## src/rtl/load_store_unit_if.sv

```systemverilog
// Memory-side types and the execute-stage request/response bundle
// shared by the load/store unit and its requester.
package lsu_pkg;
  typedef enum logic {
    MEM_READ_EN  = 1'b0,
    MEM_WRITE_EN = 1'b1
  } mem_en_t;

  typedef struct packed {
    logic        mem_enable;
    mem_en_t     mem_en;
    logic [31:0] address;
    logic [31:0] data_in;
  } data_memory_interface_t;
endpackage

interface lsu_if;
  logic        req_valid;
  logic        req_ready;
  logic        req_write;
  logic [2:0]  req_funct3;
  logic [31:0] req_address;
  logic [31:0] req_wdata;
  logic        resp_valid;
  logic [31:0] resp_rdata;
  logic        resp_misaligned;
  logic        resp_fault;

  modport master (
    output req_valid, req_write, req_funct3,
    output req_address, req_wdata,
    input  req_ready, resp_valid, resp_rdata,
    input  resp_misaligned, resp_fault
  );

  modport slave (
    input  req_valid, req_write, req_funct3,
    input  req_address, req_wdata,
    output req_ready, resp_valid, resp_rdata,
    output resp_misaligned, resp_fault
  );
endinterface

```

## src/rtl/load_store_unit.sv

```systemverilog
// Multi-cycle RV32I load/store unit; sub-word stores are done as
// read-modify-write because data_memory only writes whole words.
module load_store_unit
  import lsu_pkg::*;
#(
  parameter int MEM_WORDS    = 256,
  parameter bit CHECK_BOUNDS = 1'b1
) (
  input  logic                   i_clock,
  input  logic                   i_reset,
  lsu_if.slave                   bus,
  output data_memory_interface_t o_mem_sig,
  input  logic [31:0]            i_mem_rdata
);

  typedef enum logic [1:0] {
    S_IDLE,
    S_READ,
    S_WRITE,
    S_RESP
  } state_t;

  localparam logic [29:0] LP_WORDS = 30'(MEM_WORDS);

  state_t      r_state;
  logic        r_write;
  logic [2:0]  r_funct3;
  logic [1:0]  r_off;
  logic [31:0] r_wdata;
  logic [31:0] r_word;
  logic [31:0] r_mem_addr;
  logic [31:0] r_rdata;
  logic        r_mis;
  logic        r_fault;

  state_t      w_next;
  logic        w_accept;
  logic        w_mis;
  logic        w_bad_f3;
  logic        w_oob;
  logic [2:0]  w_f3;
  logic [31:0] w_addr;
  logic [31:0] w_shift;
  logic [15:0] w_half;
  logic [31:0] w_load;
  logic [31:0] w_merge;

  assign w_f3     = bus.req_funct3;
  assign w_addr   = bus.req_address;
  assign w_accept = bus.req_valid && (r_state == S_IDLE);

  always_comb begin
    w_mis = 1'b0;
    if (w_f3 == 3'd2)
      w_mis = (w_addr[1:0] != 2'b00);
    else if (w_f3 == 3'd1 || (!bus.req_write && w_f3 == 3'd5))
      w_mis = w_addr[0];
  end

  assign w_bad_f3 = bus.req_write ? (w_f3 > 3'd2)
                  : (w_f3 == 3'd3 || w_f3 == 3'd6 || w_f3 == 3'd7);
  assign w_oob    = CHECK_BOUNDS && (w_addr[31:2] >= LP_WORDS);

  always_comb begin
    w_next = r_state;
    unique case (r_state)
      S_IDLE: begin
        if (w_accept) begin
          if (w_mis || w_bad_f3 || w_oob)
            w_next = S_RESP;
          else if (bus.req_write && w_f3 == 3'd2)
            w_next = S_WRITE;
          else
            w_next = S_READ;
        end
      end
      S_READ:  w_next = r_write ? S_WRITE : S_RESP;
      S_WRITE: w_next = S_RESP;
      S_RESP:  w_next = S_IDLE;
      default: w_next = S_IDLE;
    endcase
  end

  // Little-endian lane extraction straight from the memory read port
  assign w_shift = i_mem_rdata >> {r_off, 3'b000};
  assign w_half  = r_off[1] ? i_mem_rdata[31:16] : i_mem_rdata[15:0];

  always_comb begin
    w_load = i_mem_rdata;
    unique case (r_funct3)
      3'd0:    w_load = {{24{w_shift[7]}}, w_shift[7:0]};
      3'd4:    w_load = {24'd0, w_shift[7:0]};
      3'd1:    w_load = {{16{w_half[15]}}, w_half};
      3'd5:    w_load = {16'd0, w_half};
      default: w_load = i_mem_rdata;
    endcase
  end

  always_comb begin
    w_merge = r_wdata;
    unique case (r_funct3[1:0])
      2'b00: begin
        w_merge = r_word;
        w_merge[{r_off, 3'b000} +: 8] = r_wdata[7:0];
      end
      2'b01: begin
        w_merge = r_word;
        w_merge[{r_off[1], 4'b0000} +: 16] = r_wdata[15:0];
      end
      default: w_merge = r_wdata;
    endcase
  end

  always_ff @(posedge i_clock or posedge i_reset) begin
    if (i_reset) begin
      r_state    <= S_IDLE;
      r_write    <= 1'b0;
      r_funct3   <= 3'd0;
      r_off      <= 2'd0;
      r_wdata    <= 32'd0;
      r_word     <= 32'd0;
      r_mem_addr <= 32'd0;
      r_rdata    <= 32'd0;
      r_mis      <= 1'b0;
      r_fault    <= 1'b0;
    end else begin
      r_state <= w_next;
      unique case (r_state)
        S_IDLE: begin
          if (w_accept) begin
            r_write  <= bus.req_write;
            r_funct3 <= w_f3;
            r_off    <= w_addr[1:0];
            r_wdata  <= bus.req_wdata;
            if (w_next == S_RESP) begin
              r_rdata <= 32'd0;
              r_mis   <= w_mis;
              r_fault <= !w_mis;
            end else begin
              r_mem_addr <= {w_addr[31:2], 2'b00};
            end
          end
        end
        S_READ: begin
          r_word <= i_mem_rdata;
          if (!r_write) begin
            r_rdata <= w_load;
            r_mis   <= 1'b0;
            r_fault <= 1'b0;
          end
        end
        S_WRITE: begin
          r_rdata <= 32'd0;
          r_mis   <= 1'b0;
          r_fault <= 1'b0;
        end
        default: ;
      endcase
    end
  end

  // Enable is decoded from state so an async reset kills it at once
  always_comb begin
    o_mem_sig         = '0;
    o_mem_sig.address = r_mem_addr;
    unique case (r_state)
      S_READ: begin
        o_mem_sig.mem_enable = 1'b1;
      end
      S_WRITE: begin
        o_mem_sig.mem_enable = 1'b1;
        o_mem_sig.mem_en     = MEM_WRITE_EN;
        o_mem_sig.data_in    = w_merge;
      end
      default: ;
    endcase
  end

  assign bus.req_ready       = (r_state == S_IDLE);
  assign bus.resp_valid      = (r_state == S_RESP);
  assign bus.resp_rdata      = r_rdata;
  assign bus.resp_misaligned = r_mis;
  assign bus.resp_fault      = r_fault;

endmodule
```

## src/flat_wrapper.sv

```systemverilog
// flat-port wrapper written by rule: the top's interface ports become plain ports
module load_store_unit_flat import lsu_pkg::*;
#(
  parameter int MEM_WORDS    = 256,
  parameter bit CHECK_BOUNDS = 1'b1
)
  (i_clock, i_reset, o_mem_sig, i_mem_rdata, bus_req_valid, bus_req_write, bus_req_funct3, bus_req_address, bus_req_wdata, bus_req_ready, bus_resp_valid, bus_resp_rdata, bus_resp_misaligned, bus_resp_fault);
  lsu_if bus_i ();
  input  logic i_clock;
  input  logic i_reset;
  output data_memory_interface_t o_mem_sig;
  input  logic [31:0] i_mem_rdata;
  input wire logic [$bits(bus_i.req_valid)-1:0] bus_req_valid;
  input wire logic [$bits(bus_i.req_write)-1:0] bus_req_write;
  input wire logic [$bits(bus_i.req_funct3)-1:0] bus_req_funct3;
  input wire logic [$bits(bus_i.req_address)-1:0] bus_req_address;
  input wire logic [$bits(bus_i.req_wdata)-1:0] bus_req_wdata;
  output wire logic [$bits(bus_i.req_ready)-1:0] bus_req_ready;
  output wire logic [$bits(bus_i.resp_valid)-1:0] bus_resp_valid;
  output wire logic [$bits(bus_i.resp_rdata)-1:0] bus_resp_rdata;
  output wire logic [$bits(bus_i.resp_misaligned)-1:0] bus_resp_misaligned;
  output wire logic [$bits(bus_i.resp_fault)-1:0] bus_resp_fault;
  assign bus_i.req_valid = bus_req_valid;
  assign bus_i.req_write = bus_req_write;
  assign bus_i.req_funct3 = bus_req_funct3;
  assign bus_i.req_address = bus_req_address;
  assign bus_i.req_wdata = bus_req_wdata;
  assign bus_req_ready = bus_i.req_ready;
  assign bus_resp_valid = bus_i.resp_valid;
  assign bus_resp_rdata = bus_i.resp_rdata;
  assign bus_resp_misaligned = bus_i.resp_misaligned;
  assign bus_resp_fault = bus_i.resp_fault;
  load_store_unit #(.MEM_WORDS(MEM_WORDS), .CHECK_BOUNDS(CHECK_BOUNDS)) u_core (.i_clock(i_clock), .i_reset(i_reset), .bus(bus_i), .o_mem_sig(o_mem_sig), .i_mem_rdata(i_mem_rdata));
endmodule
```

## config.mk

```make
export PLATFORM = sky130hd
export DESIGN_NAME = load_store_unit_flat
export DESIGN_NICKNAME = d
export VERILOG_FILES = /design/src/rtl/load_store_unit_if.sv /design/src/rtl/load_store_unit.sv /design/src/flat_wrapper.sv
export SDC_FILE = /design/constraint.sdc
export NUM_CORES = 1
export LEC_CHECK = 0
export BUFFER_PORTS_ARGS = -buffer_cell sky130_fd_sc_hd__buf_2
export CORE_MARGIN = 2
export CORE_UTILIZATION = 23
export CTS_BUF_LIST = sky130_fd_sc_hd__clkbuf_16
export CTS_CLUSTER_SIZE = 12
export DETAILED_ROUTE_END_ITERATION = 8
export PLACE_DENSITY_LB_ADDON = 0.2
export SLEW_MARGIN = 10
export SYNTH_ARGS = -nofsm -noshare
export SYNTH_HDL_FRONTEND = slang
export SYNTH_SLANG_ARGS = --single-unit
```

## constraint.sdc

```tcl
create_clock -name i_clock -period 4.2 [get_ports i_clock]
set_input_delay 0.63 -clock i_clock [delete_from_list [all_inputs] [get_ports i_clock]]
set_output_delay 0.63 -clock i_clock [all_outputs]
set_load 0.01 [all_outputs]
```

==> impl_metrics.yaml, run 1 <==
clocking:
  cts_tree: "yes"
  clk-insertion-delay-late_ns: 0.43
  clockRootBuffer: "clkbuf_16"
  cts.clk_slew.worst_paths_ns: 0.06
  cts_setup_buffers: 0
  cts_resized: 0
  clock-sinks: 136
  cts_hold_buf: 0
  cts_buffers: 17
  h-tree-depth: 4
  clockBufferDepth: 2
synth:
  syn_area_um2: 6830
  synth_ff_type: "dfrtp_1"
  synth_common_cells: "dfrtp_1, mux2_2, o21ai_0"
  synthArstFlopShare_pct: 100
  syn_inst: 612
  yosysTopAreaCellShare_pct: 49.9
  synth.most_common_cell: "dfrtp_1"
  ys_warn_count: 0
  yosysSeqAreaShare_pct: 49.9
  yosysTopAreaCell: "dfrtp_1"
  ys_ff_latch: 136
  synth.avg_cell_area_um2: 11.2
  synth.distinct_cells: 50
  synth_area_leaders: "dfrtp_1, mux2_2, o21ai_0"
  synth-edff-count: 0
die:
  dieArea_um2: 31100
  die_w_um: 176
  rows: 63
  start_util_pct: 23.2
  num_io_pins: 205
  coreArea_um2: 29400
  dieHeight_um: 176
route:
  detail_route.first_pass.iterations: 9
  postRouteAntennaNets: 0
  vias: 5571
  drt_wl_total_um: 23900
  wire_per_inst_um: 19.8
  drt_iter0_markers: 366
  post-route-drc-count: 0
  viasPerCell: 4.60
worst_setup_path:
  cp_data_arrival_time_ns: 2.97
  required_ns: 3.57
  end_kind: "primary output"
  path_max_fanout: 16
  crit_type: "flop to primary output"
  crit_path_start: "u_core.r_off[1]"
  reg2reg_from: "u_core.r_state[0]"
  start_kind: "flop"
placed_design:
  hpwl_um: 17400
  port_buffers: 202
  dpl-instance-area_um2: 8240
  gp_routability_congestion: 0.820
  dpl_worst_slack_ns: 1.03
sta:
  setup_tns_ns: 0
  finalWorstSetupSlack_ns: 0.596
  hold_violations: 0
  rsz0062_at_grt: "false"
  post-route-min-period_ns: 3.60
  fin_crit_sh_pct: 85.8
  worst_slew_pin_slew_ns: 0.896
  skew_ns: 0.0129
  setup_violations: 0
  relSlewSlack_pct: 39.6
  finalMaxSlewViolations: 0
  fmax_mhz: 277
finish:
  design_area_um2: 8790
  antennaDiodeCount: 0
  syn2layout_area_growth_pct: 28.7
  fin_nets: 921
  drive_gt1_share_pct: 41.7
  fillCellCount: 3083
global_routing:
  grt_pass1_vias: 5725
  grt_max_degree: 137
  grt.total_usage_pct: 15.7
  grt_pass1_wl_um: 35900
  antenna_found_initial: 0
  overflow: 0
pwr:
  irDropWorstVdd_v: 0.000321
  p_leak_nw: 4.38
  powerDensity_nw_per_um2: 752
run:
  drv_cap: 0
outcome:
  status: "finished clean"
min_path:
  min_path_type: "input port to asynchronous set/reset pin"
registers in the layout, summed over array words and instances (netlist names):
| register | cells |
|---|---|
| u_core.r_write | 1 |
| u_core.r_word | 32 |
| u_core.r_state | 2 |
| u_core.bus.resp_rdata | 32 |
| u_core.bus.resp_misaligned | 1 |
| u_core.r_wdata | 32 |
| u_core.r_funct3 | 3 |
| u_core.bus.resp_fault | 1 |
| u_core.r_off | 2 |
| u_core.r_mem_addr | 30 |
through the flow:
stage	cells	hold WS (ns)	utilization, %	power [W]
final	1212	0.423	29.9	0.00661
after global routing	1212	0.416	29.9	0.00708
after CTS	1212	0.410	29.9	0.00671
after detailed placement	1180	0.466	28.0	0.00525
after global placement	1180	0.465	28.0	0.00525
after floorplan	613	0.474	-	0.00418
path summary, 6_finish.rpt:
path	to	slack, ns	cells past startpoint
max	o_mem_sig[18]	0.60	7
min	u_core.bus.resp_rdata[22]	0.42	3
max reg2reg	u_core.bus.resp_rdata[3]	1.68	7
min reg2reg	u_core.r_mem_addr[26]	0.48	1
max in group asynchronous	u_core.r_word[8]	3.18	3
min in group i_clock	u_core.r_wdata[1]	0.43	2
power by group:
group	leakage (nW)	total, W	internal, W	switching (W)
sequential	1.73	0.00222	0.00177	0.000453
combinational	2.38	0.00297	0.00129	0.00168
clock	0.272	0.00142	0.000805	0.000612
total	4.38	0.00661	0.00387	0.00274
logic make-up (layout without fill, tap and decap cells):
family	after synthesis	in the layout	share of synthesized area, %
AO/OA/AOI/OAI	143	143	14.9
XOR/XNOR	1	1	0.128
adder cells (fa/ha/maj)	9	9	1.65
buffers and inverters	79	288	5.08
flip-flops	136	136	49.9
multiplexers	116	116	18.9
other	1	2	0.0549
AND/OR/NAND/NOR	127	127	9.39
area by class of cell:
type / count / area [um^2] / share of cell area [%]
Timing Repair Buffer: 213 / 1110 / 12.6
Sequential cell: 136 / 3400 / 38.7
Multi-Input combinational cell: 398 / 3080 / 35.1
Inverter: 43 / 165 / 1.88
Tap cell: 390 / 488 / 5.55
Clock buffer: 17 / 425 / 4.84
Clock inverter: 15 / 116 / 1.32
routing by layer:
layer | global-route usage, % | routed length (um)
met2 | 25.8 | 11500
met3 | 4.31 | 1670
met1 | 20.3 | 10500
met4 | 4.13 | 303
met5 | 0 | 0
cells in the final DEF (no fill, tap or decap), types with 10 or more instances in the layout:
cell,Yosys,routed
o221ai_1,11,11
a221oi_1,16,16
dfrtp_1,136,136
mux2_2,93,93
o21ai_0,47,47
buf_2,4,202
a21oi_1,27,27
a222oi_1,14,14
nor2b_1,10,10
and2_1,25,25
nor2_1,27,27
nand2_1,43,43
inv_1,40,43
clkbuf_16,0,17
buf_4,3,10
mux2i_1,18,18
critical path, cell delays in order (launching register included):
cell      delay, ns
dfrtp_1        0.63
inv_1          0.35
ha_1           0.45
nand4_1        0.10
o21ai_1        0.53
a221oi_1       0.19
nor2_1         0.16
buf_2          0.14
(Power assumes the default switching activity.)
==> run 2, diff against run 1 <==
Clock period 4.2 ns to 3 ns, I/O delays scaled along.
==> run 2 against run 1 <==
Sequential share of layout area is 0.65 points lower. Non-clock buffer count up 14. Core utilization grew 0.52 points. Routed wire length rose by 0.30%. Highest routed layer is now met5.
==> impl_metrics.yaml, run 2 (same netlist as run 1, synthesis figures left out) <==
outcome:
  status: "finished clean"
sta:
  setup_tns_ns: 0
  finalMaxSlewViolations: 0
  fin_crit_sh_pct: 94.9
  relSlewSlack_pct: 55.0
  worst_slew_pin_slew_ns: 0.675
  setup_violations: 0
  fmax_mhz: 351
  hold_violations: 0
  skew_ns: 0.00850
  post-route-min-period_ns: 2.85
  hold_slack_ns: 0.0354
  rsz0062_at_grt: "false"
finish:
  antennaDiodeCount: 0
  syn2layout_area_growth_pct: 31.0
  seqCellArea_um2: 3400
  multi_input_comb_area_um2: 3110
  design_area_um2: 8940
  fin_nets: 935
  layout_common_cells: "buf_2, dfrtp_1, mux2_2"
  fillCellCount: 3111
  drive_gt1_share_pct: 44.3
  utilization_pct: 30.4
  mostFrequentLayoutCell: "buf_2"
die:
  start_util_pct: 23.2
  num_io_pins: 205
  coreArea_um2: 29400
  die_w_um: 176
  dieArea_um2: 31100
  rows: 63
  dieHeight_um: 176
placed_design:
  gp_routability_congestion: 0.797
  hpwl_um: 17900
  dpl-instance-area_um2: 8330
  port_buffers: 202
global_routing:
  antenna_found_initial: 1
  grt_pass1_wl_um: 35800
  grt_pass1_vias: 5668
  grt.total_usage_pct: 15.6
  overflow: 0
  grt_max_degree: 91
clocking:
  h-tree-depth: 4
  clk-insertion-delay-late_ns: 0.43
  cts_hold_buf: 0
  clockRootBuffer: "clkbuf_16"
  cts_tree: "yes"
  cts.clk_slew.worst_paths_ns: 0.06
  clockBufferDepth: 2
  cts_buffers: 17
  clock-sinks: 136
route:
  viasPerCell: 4.64
  post-route-drc-count: 0
  wire_per_inst_um: 19.6
  drt_wl_total_um: 24000
  vias: 5685
  drt_iter0_markers: 416
  detail_route.first_pass.iterations: 6
  postRouteAntennaNets: 0
pwr:
  p_leak_nw: 4.43
  powerDensity_nw_per_um2: 1060
  finalPower_w: 0.00949
  irDropWorstVdd_v: 0.000474
min_path:
  min_path_type: "input port to asynchronous set/reset pin"
worst_setup_path:
  crit_type: "flop to primary output"
  path_max_fanout: 21
  cp_data_arrival_time_ns: 2.40
  end_kind: "primary output"
  start_kind: "flop"
  required_ns: 2.55
run:
  drv_cap: 0
run 2: path summary, 6_finish.rpt:
kind	cells past startpoint	from	end	slack [ns]
min	2	i_reset	u_core.r_mem_addr[15]	0.04
max	8	u_core.r_off[1]	o_mem_sig[26]	0.15
min in group i_clock	2	bus_req_wdata[12]	u_core.r_wdata[12]	0.25
max in group asynchronous	3	i_reset	u_core.r_wdata[5]	2.09
min reg2reg	1	u_core.r_mem_addr[29]	u_core.r_mem_addr[29]	0.48
max reg2reg	6	u_core.r_off[0]	u_core.bus.resp_rdata[15]	0.64
run 2: critical path, cell delays in order, from the launching register on:
cell and delay, ns:
dfrtp_1 0.39, buf_4 0.23, ha_1 0.23, nor4b_2 0.16, buf_4 0.17, a222oi_1 0.40
nand2_1 0.10, o211a_1 0.15, buf_2 0.14
run 2: per-layer routing:
| metal | track usage [%] | vias up | wire length (um) | part of all wire, % |
|---|---|---|---|---|
| li1 | - | 2626 | - | - |
| met1 | 20.2 | 2816 | 10400 | 43 |
| met2 | 25.2 | 223 | 11500 | 48 |
| met3 | 4.91 | 18 | 1810 | 7.5 |
| met4 | 4.27 | 2 | 345 | 1.4 |
| met5 | 0 | - | 13 | 0.054 |
run 2: report_power, final:
group / leakage (nW) / internal [W] / switching [W] / total [W]
logic: 2.44 / 0.00195 / 0.00242 / 0.00436
registers: 1.73 / 0.00248 / 0.000625 / 0.00310
clock network: 0.259 / 0.00114 / 0.000883 / 0.00202
total: 4.43 / 0.00556 / 0.00392 / 0.00949
run 2: final cells by class:
type                    instances  share of cell area (%)
multi-input cells             398                    34.8
clock buffers                  17                    4.76
well taps                     390                    5.46
clock inverters                15                    1.46
inverters                      43                    1.85
flip-flops and latches        136                    38.1
repair buffers                227                    13.5
run 2: through the flow:
step | worst slack (ns) | instances
2_1_floorplan | 0.186 | 613
3_3_place_gp | 0.436 | 1191
3_5_place_dp | 0.362 | 1191
4_1_cts | 0.0114 | 1223
5_1_grt | 0.0183 | 1226
6_report | 0.153 | 1226
run 2: timing repair:
item / CTS / global route
buffers inserted: 0 / 3
pin swaps: 0 / 2
gates resized for setup: 1 / 8
endpoints found under the setup margin: 18 / 24
==> run 3, diff against run 2 <==
Settings changed: PLACE_DENSITY from default to 0.48, PLACE_DENSITY_LB_ADDON 0.2 to default.
==> run 3 against run 2 <==
Non-clock buffer count is 1 higher. Flip-flop and latch count unchanged. Sequential power about the same. Routed wire length grew 0.24%. Sequential share of layout area decreased by 0.18 points. Register-to-register slack barely moved. Setup slack better by 0.0065 ns. Worst hold slack better by 0.22 ns. Clock-buffer cell count unchanged. Largest cell class unchanged. Highest routed layer unchanged.
==> impl_metrics.yaml, run 3 (same netlist as run 1, synthesis figures left out) <==
route:
  met2WireLength_um: 11500
  dr_wl_met3_um: 1720
  highest_layer: "met5"
  viasPerCell: 4.61
  post-route-drc-count: 0
  vias: 5651
  wire_per_inst_um: 19.6
  detail_route.first_pass.iterations: 6
  drt_wl_total_um: 24100
  wl_met1_um: 10600
  postRouteAntennaNets: 0
  drt_iter0_markers: 459
sta:
  hold_slack_ns: 0.255
  worst_slew_pin_slew_ns: 0.787
  hold_violations: 0
  skew_ns: 0.00802
  relSlewSlack_pct: 47.5
  finalWorstSetupSlack_ns: 0.160
  finalMaxSlewViolations: 0
  setup_tns_ns: 0
  fin_crit_sh_pct: 94.7
  setup_violations: 0
  rsz0062_at_grt: "false"
  fmax_mhz: 352
  post-route-min-period_ns: 2.84
pwr:
  comb_power_share_pct: 45.2
  clock_power_share_pct: 22.8
  irDropWorstVdd_v: 0.000441
  switching_share_pct: 40.7
  p_leak_nw: 4.46
  p_seq_share_pct: 31.9
  p_switching_w: 0.00391
  p_int_w: 0.00571
  powerDensity_nw_per_um2: 1070
global_routing:
  overflow: 0
  grt_pass1_vias: 5603
  grt_pass1_wl_um: 36100
  antenna_found_initial: 2
  grt_max_degree: 60
  grt.total_usage_pct: 15.7
worst_setup_path:
  cpPeakStageDelay_ns: 0.43
  crit_type: "flop to primary output"
  required_ns: 2.55
  end_kind: "primary output"
  slowest_stage: "a222oi_1"
  crit_chain: "inv_1 -> ha_1 -> and4b_2 -> nand2_1 -> o21ai_0 -> a222oi_1 -> nor2b_1 -> buf_2"
  path_max_fanout: 8
  cp_data_arrival_time_ns: 2.39
  start_kind: "flop"
clocking:
  cts_tree: "yes"
  h-tree-depth: 4
  clock-sinks: 136
  clockRootBuffer: "clkbuf_16"
  cts.clk_slew.worst_paths_ns: 0.06
  clk-insertion-delay-late_ns: 0.42
  clockBufferDepth: 2
  cts_buffers: 17
finish:
  antennaDiodeCount: 0
  fin_cells: 1227
  fin_nets: 936
  drive_gt1_share_pct: 43.7
  mostFrequentLayoutCell: "buf_2"
  layout_common_cells: "buf_2, dfrtp_1, mux2_2"
  syn2layout_area_growth_pct: 31.6
placed_design:
  hpwl_um: 18000
  port_buffers: 202
  place_inst: 1191
  gp_routability_congestion: 0.846
  dpl_worst_slack_ns: 0.320
die:
  die_w_um: 176
  start_util_pct: 23.2
  dieHeight_um: 176
  rows: 63
  num_io_pins: 205
  dieArea_um2: 31100
  coreArea_um2: 29400
run:
  drv_cap: 0
outcome:
  status: "finished clean"
min_path:
  min_path_type: "input port to flop"
==> run 3: timing repair <==
action	in CTS	in global routing
gates resized for setup	2	3
endpoints found under the hold margin	6	0
hold buffers	1	0
pin swaps	0	1
setup endpoints to repair	13	14
buffers inserted	0	3
==> run 3: final timing paths <==
check	start	to	slack, ns	cells past startpoint
worst max register to register	u_core.r_off[0]	u_core.bus.resp_rdata[14]	0.65	6
worst min register to register	u_core.r_mem_addr[14]	u_core.r_mem_addr[14]	0.48	1
worst max-delay path	u_core.r_off[0]	o_mem_sig[12]	0.16	8
min in group asynchronous	i_reset	u_core.r_mem_addr[31]	0.56	3
worst min-delay path	bus_req_wdata[24]	u_core.r_wdata[24]	0.26	2
max in group asynchronous	i_reset	u_core.r_wdata[11]	1.56	5
==> run 3: metal layers <==
metal,up-vias,global-route usage [%]
li1,2631,-
met5,-,0
met2,209,25.9
met3,17,4.57
met4,4,3.51
met1,2790,20.5
==> run 3: final cells by class <==
cell class / instances / area [um^2]
timing repair buffer: 228 / 1230
multi-input combinational: 398 / 3090
inverter: 43 / 165
clock inverter: 15 / 176
sequential: 136 / 3410
fill: 3091 / 20400
clock buffer: 17 / 425
tap: 390 / 488
==> run 3: stage by stage <==
step / util (%) / instance area, um^2 / power [W]
6_report: 30.6 / 8980 / 0.00962
5_1_grt: 30.6 / 8980 / 0.0103
3_5_place_dp: 28.4 / 8340 / 0.00747
4_1_cts: 30.5 / 8960 / 0.00972
3_3_place_gp: 28.4 / 8340 / 0.00744
2_1_floorplan: - / 6830 / 0.00586
==> run 3: critical path: cells and delay by family, from the launching register on <==
family / cells / cell delay [ns]
AO/OA/AOI/OAI: 2 / 0.51
AND/OR/NAND/NOR: 3 / 0.45
flip-flops: 1 / 0.42
adder cells (fa/ha/maj): 1 / 0.35
buffers and inverters: 2 / 0.24
==> run 3: power by group through the flow <==
stage | clock network (W) | registers (W) | logic (W)
2_1_floorplan | 0 | 0.00288 | 0.00297
3_3_place_gp | 0 | 0.00312 | 0.00432
3_5_place_dp | 0 | 0.00313 | 0.00434
4_1_cts | 0.00226 | 0.00310 | 0.00436
5_1_grt | 0.00235 | 0.00318 | 0.00480
6_report | 0.00220 | 0.00307 | 0.00435
